<file path="src/rtl/muldiv_unit.sv">
// Iterative RV32M multiply/divide unit: shift-add multiply and restoring
// divide over WIDTH iterations, sign fix-up in one extra cycle.
// Ports:
//   clk, reset         - clock and synchronous active-high reset
//   Start              - begin an operation (accepted in IDLE or DONE)
//   Funct3             - M-extension op select (MUL..REMU)
//   SrcA, SrcB         - rs1 / rs2 operands
//   Busy               - stall request while computing (CALC, FIX)
//   Done               - one-cycle pulse, Result valid
//   Result             - registered result, held until next load or reset
module muldiv_unit #(
    parameter int WIDTH = 32
) (
    input  logic             clk,
    input  logic             reset,
    input  logic             Start,
    input  logic [2:0]       Funct3,
    input  logic [WIDTH-1:0] SrcA,
    input  logic [WIDTH-1:0] SrcB,
    output logic             Busy,
    output logic             Done,
    output logic [WIDTH-1:0] Result
);

    localparam int CW = $clog2(WIDTH + 1);

    typedef enum logic [1:0] {
        IDLE,
        CALC,
        FIX,
        DONE
    } state_t;

    state_t               state_q, state_d;
    logic [2:0]           op_q, op_d;
    logic [WIDTH-1:0]     a_q, a_d;
    logic [WIDTH-1:0]     ma_q, ma_d;
    logic [WIDTH-1:0]     mb_q, mb_d;
    logic                 sa_q, sa_d;
    logic                 sb_q, sb_d;
    logic [CW-1:0]        cnt_q, cnt_d;
    logic [2*WIDTH-1:0]   acc_q, acc_d;
    logic [WIDTH-1:0]     rem_q, rem_d;
    logic [WIDTH-1:0]     res_q, res_d;

    logic                 a_signed, b_signed;
    logic                 neg_a, neg_b;
    logic [WIDTH-1:0]     mag_a, mag_b;
    logic [WIDTH:0]       mul_sum;
    logic [WIDTH:0]       trial;
    logic [WIDTH-1:0]     diff;
    logic                 ge;
    logic [2*WIDTH-1:0]   prod;
    logic [WIDTH-1:0]     quo;
    logic [WIDTH-1:0]     remv;
    logic                 b_zero;

    assign a_signed = (Funct3 == 3'b001) || (Funct3 == 3'b010) ||
                      (Funct3 == 3'b100) || (Funct3 == 3'b110);
    assign b_signed = (Funct3 == 3'b001) || (Funct3 == 3'b100) ||
                      (Funct3 == 3'b110);
    assign neg_a = a_signed & SrcA[WIDTH-1];
    assign neg_b = b_signed & SrcB[WIDTH-1];
    assign mag_a = neg_a ? -SrcA : SrcA;
    assign mag_b = neg_b ? -SrcB : SrcB;

    // Multiply: low half holds the multiplier, shifted out LSB first;
    // the multiplicand is added into the high half with carry.
    assign mul_sum = {1'b0, acc_q[2*WIDTH-1:WIDTH]} +
                     (acc_q[0] ? {1'b0, ma_q} : {(WIDTH+1){1'b0}});

    // Divide: low half of acc holds the dividend, shifted out MSB first,
    // while quotient bits shift in at the bottom.
    assign trial = {rem_q, acc_q[WIDTH-1]};
    assign ge    = (trial >= {1'b0, mb_q});
    // When ge holds the difference is below the divisor, so W bits suffice.
    assign diff  = trial[WIDTH-1:0] - mb_q;

    // Sign flags are zero for unsigned operands, so no op decode is needed.
    assign prod   = (sa_q ^ sb_q) ? -acc_q : acc_q;
    assign quo    = (sa_q ^ sb_q) ? -acc_q[WIDTH-1:0] : acc_q[WIDTH-1:0];
    assign remv   = sa_q ? -rem_q : rem_q;
    assign b_zero = (mb_q == '0);

    always_comb begin
        state_d = state_q;
        op_d    = op_q;
        a_d     = a_q;
        ma_d    = ma_q;
        mb_d    = mb_q;
        sa_d    = sa_q;
        sb_d    = sb_q;
        cnt_d   = cnt_q;
        acc_d   = acc_q;
        rem_d   = rem_q;
        res_d   = res_q;
        case (state_q)
            IDLE, DONE: begin
                if (Start) begin
                    op_d    = Funct3;
                    a_d     = SrcA;
                    ma_d    = mag_a;
                    mb_d    = mag_b;
                    sa_d    = neg_a;
                    sb_d    = neg_b;
                    cnt_d   = '0;
                    acc_d   = {{WIDTH{1'b0}}, Funct3[2] ? mag_a : mag_b};
                    rem_d   = '0;
                    state_d = CALC;
                end else begin
                    state_d = IDLE;
                end
            end
            CALC: begin
                if (op_q[2]) begin
                    rem_d = ge ? diff : trial[WIDTH-1:0];
                    acc_d = {acc_q[2*WIDTH-1:WIDTH],
                             acc_q[WIDTH-2:0], ge};
                end else begin
                    acc_d = {mul_sum, acc_q[WIDTH-1:1]};
                end
                cnt_d = cnt_q + 1'b1;
                if (cnt_q == CW'(WIDTH - 1)) begin
                    state_d = FIX;
                end
            end
            FIX: begin
                case (op_q)
                    3'b000:                 res_d = prod[WIDTH-1:0];
                    3'b001, 3'b010, 3'b011: res_d = prod[2*WIDTH-1:WIDTH];
                    3'b100, 3'b101:         res_d = b_zero ? '1 : quo;
                    default:                res_d = b_zero ? a_q : remv;
                endcase
                state_d = DONE;
            end
            default: state_d = IDLE;
        endcase
    end

    always_ff @(posedge clk) begin
        if (reset) begin
            state_q <= IDLE;
            op_q    <= '0;
            a_q     <= '0;
            ma_q    <= '0;
            mb_q    <= '0;
            sa_q    <= 1'b0;
            sb_q    <= 1'b0;
            cnt_q   <= '0;
            acc_q   <= '0;
            rem_q   <= '0;
            res_q   <= '0;
        end else begin
            state_q <= state_d;
            op_q    <= op_d;
            a_q     <= a_d;
            ma_q    <= ma_d;
            mb_q    <= mb_d;
            sa_q    <= sa_d;
            sb_q    <= sb_d;
            cnt_q   <= cnt_d;
            acc_q   <= acc_d;
            rem_q   <= rem_d;
            res_q   <= res_d;
        end
    end

    assign Busy   = (state_q == CALC) || (state_q == FIX);
    assign Done   = (state_q == DONE);
    assign Result = res_q;

endmodule

</file>
<file path="config.mk">
export PLATFORM = sky130hd
export DESIGN_NAME = muldiv_unit
export DESIGN_NICKNAME = d
export VERILOG_FILES = /design/src/rtl/muldiv_unit.sv
export SDC_FILE = /design/constraint.sdc
export NUM_CORES = 1
export LEC_CHECK = 0
export BUFFER_PORTS_ARGS = -buffer_cell sky130_fd_sc_hd__buf_2
export CAP_MARGIN = 20
export CELL_PAD_IN_SITES_DETAIL_PLACEMENT = 2
export CELL_PAD_IN_SITES_GLOBAL_PLACEMENT = 2
export CORE_UTILIZATION = 35
export DETAILED_ROUTE_END_ITERATION = 8
export GPL_ROUTABILITY_DRIVEN = 0
export PLACE_DENSITY_LB_ADDON = 0.1
export SLEW_MARGIN = 20
export SYNTH_ARGS = -nofsm -noshare
export SYNTH_HDL_FRONTEND = slang
export SYNTH_SLANG_ARGS = --single-unit
export TNS_END_PERCENT = 30
</file>
<file path="constraint.sdc">
create_clock -name clk -period 7.2 [get_ports clk]
set_clock_uncertainty 0.1 [all_clocks]
set_input_delay 1.08 -clock clk [delete_from_list [all_inputs] [get_ports clk]]
set_output_delay 1.08 -clock clk [all_outputs]
set_load 0.01 [all_outputs]
</file>
==> results.sh <==
export IMPL_drv_slew=0
export IMPL_syn_num_nets=2432
export IMPL_die_h_um=224
export IMPL_vias=18137
export IMPL_clockBufferDepth=3
export IMPL_row_count=80
export IMPL_postCtsSetupBuffers=0
export IMPL_synthDistinctLibCells=74
export IMPL_arrival_ps=4410
export IMPL_grt_pass1_wl_mm=122
export IMPL_cts_inserted_buffers=31
export IMPL_async_flop_share=0
export IMPL_place_inst=2921
export IMPL_start_kind="input port"
export IMPL_wl_per_cell_um=27.2
export IMPL_period_share=0.562
export IMPL_portBuffers=103
export IMPL_drt_drc_violations_left=0
export IMPL_ys_seq_area_frac=0.275
export IMPL_cts_resized=0
export IMPL_hp_class="reg2reg"
export IMPL_clk_pin_slew_worst_paths_ps=60
export IMPL_crit_type="in2reg"
export IMPL_synth_edf_count=0
export IMPL_ys_top_cells_by_area="dfxtp_1 27%, xor2_1 5.9%, a21oi_1 5.5%, nor2_1 5.4%, ha_1 5.2%"
export IMPL_syn_inst=2288
export IMPL_grt_overflow=0
export IMPL_worstMarginPinSlew_ps=1120
export IMPL_fin_tns_setup_ps=0
export IMPL_cts_tree="yes"
export IMPL_vdd_ir_drop_max_uv=432
export IMPL_finish_utilization=0.401
export IMPL_track_usage=0.320
export IMPL_start_util=0.357
export IMPL_final_layout_size_suffix_gt1_frac=0.102
export IMPL_max_cap_violations=0
export IMPL_syn_area_um2=17200
export IMPL_area_growth_pct=12.4
export IMPL_slew_headroom=0.246
export IMPL_ys_ff_latch=236
export IMPL_hold_start="a_q[16]"
export IMPL_finalInstanceArea_um2=19300
export IMPL_totalWireLength_mm=81.0
export IMPL_rsz0062_at_grt="false"
export IMPL_design_core_area_um2=48100
export IMPL_drt_pass1_iterations=6
export IMPL_drt_iter0_drc=1250
export IMPL_placed_area_um2=18200
export IMPL_timing_fmax_ghz=0.247
export IMPL_hpwlAfterDp_mm=62.6
export IMPL_cts_num_sinks=236
export IMPL_p_leak_uw=0.00771
export IMPL_grt_pass1_vias=18843
export IMPL_io_pins=104
export IMPL_ys_warn_count=0
export IMPL_clkLatencyLatePin_ps=620
export IMPL_endpoint_kind="flip-flop"
export IMPL_finalSetupViolCount=0
export IMPL_yosysTopAreaCell="dfxtp_1"
export IMPL_cts_root_buf="clkbuf_16"
export IMPL_antenna_found_initial=3
export IMPL_die_area_um2=50000
export IMPL_critPathRequiredTime_ps=7570
export IMPL_final_cells=2976
export IMPL_period_needed_ps=4050
export IMPL_status="completed"
export IMPL_grt_max_degree=136
export IMPL_cp_startpoint="SrcA[2]"
export IMPL_fillers=5589
export IMPL_synth_top_area_share=0.275
export IMPL_final_nets=2442
export IMPL_cp_max_fo=5
export IMPL_htree_levels=1
export IMPL_syn_area_per_cell_um2=7.52
export IMPL_drtAntennaViolNets=0
export IMPL_cts_hold_buf=0
export IMPL_synth_flop_cell="dfxtp_1"
export IMPL_via_per_inst=6.09
export IMPL_hold_viol_final=0
export IMPL_die_w_um=224
export IMPL_r2r_start="mb_q[0]"
export IMPL_powerDensity_nw_per_um2=367
[registers in the layout (all words and copies together), names as in the netlist]
name     flops
Result      32
a_q         32
acc_q       64
cnt_q        6
ma_q        31
mb_q        32
op_q         3
rem_q       32
sa_q         1
sb_q         1
state_q      2
[final timing paths]
check / endpoint / slack [ps] / depth (start not counted)
setup / recovery: acc_q[23] / 3150 / 10
hold / removal: a_q[16] / 360 / 2
setup reg to reg: rem_q[26] / 3190 / 12
hold reg to reg: a_q[16] / 360 / 2
[area by class of cell]
class | count | area, µm² | share of cell area
diodes | 1 | 2.50 | 0.000130
clock buffers | 43 | 901 | 0.0466
clock inverters | 11 | 220 | 0.0114
inverters | 71 | 267 | 0.0138
multi-input cells | 1831 | 11700 | 0.604
flip-flops and latches | 236 | 4730 | 0.245
well taps | 656 | 821 | 0.0425
repair buffers | 127 | 714 | 0.0370
[cells in the mapped netlist, types with 10 or more instances]
master,count
nor2_1,249
dfxtp_1,236
nand2_1,233
a21oi_1,190
o21ai_0,148
clkbuf_1,140
xor2_1,115
a211oi_1,111
xnor2_1,87
ha_1,72
inv_1,67
nor3_1,60
and2_1,43
mux2i_1,39
a21o_1,36
o31ai_1,34
or3_1,30
nand3_1,29
nor4_1,25
nand2b_1,22
nand4_1,21
a22o_1,20
o41ai_1,20
a22oi_1,19
a31oi_1,18
mux2_2,18
or4_1,17
o22ai_1,16
nor2b_1,15
o211ai_1,14
a221oi_1,13
o21a_1,11
o221ai_1,10
or2_2,10
[routing by layer]
| metal | track usage | share of wire | vias to the layer above |
|---|---|---|---|
| li1 | - | - | 8278 |
| met1 | 0.464 | 0.48 | 9192 |
| met2 | 0.488 | 0.43 | 537 |
| met3 | 0.0316 | 0.049 | 128 |
| met4 | 0.118 | 0.040 | 2 |
| met5 | 0 | 0.00015 | - |
[per-stage QoR]
step	hold WS (ps)	setup slack, ps	power [µW]
CTS	356	3230	7040
global placement	341	3010	5140
global route	386	2990	7430
floorplan	333	3530	4000
detailed placement	348	2900	5270
finish	358	3150	7090
[critical path, cell delays in order]
cell     delay [ps]
buf_2           150
nor4_1          960
nand2_1         370
nor3_1          440
nand2_1         200
o41ai_1         410
xor2_1          420
o22ai_1         110
o21ai_0         190
a21oi_1          80
[placed cells by master (no fill, tap or decap), drive strengths merged, types with 26 or more instances in the layout]
master | synthesis | final
a21o | 36 | 36
and2 | 45 | 45
a21oi | 190 | 190
o21ai | 152 | 152
a211oi | 111 | 111
xnor2 | 87 | 87
inv | 67 | 68
dfxtp | 236 | 236
nand2 | 233 | 233
nor4 | 26 | 26
o31ai | 35 | 35
nor2 | 250 | 250
mux2i | 39 | 39
nor3 | 60 | 60
ha | 72 | 72
xor2 | 115 | 115
nand3 | 30 | 30
or3 | 31 | 31
buf | 10 | 127
clkbuf | 140 | 43
[cells by family (layout without fill, tap and decap cells)]
family	Yosys count	in the layout	synth area share
AO/OA/AOI/OAI	716	716	0.270
adder cells (fa/ha/maj)	74	74	0.0547
XOR/XNOR	202	202	0.103
buffers and inverters	221	252	0.0493
AND/OR/NAND/NOR	782	782	0.213
multiplexers	57	57	0.0345
flip-flops	236	236	0.275
other	0	1	0
[power by group]
| group | internal (µW) | switching, µW |
|---|---|---|
| logic | 1070 | 2170 |
| registers | 1640 | 481 |
| clock network | 1080 | 659 |
| total | 3780 | 3310 |
Power figures use the tool's default switching activity.
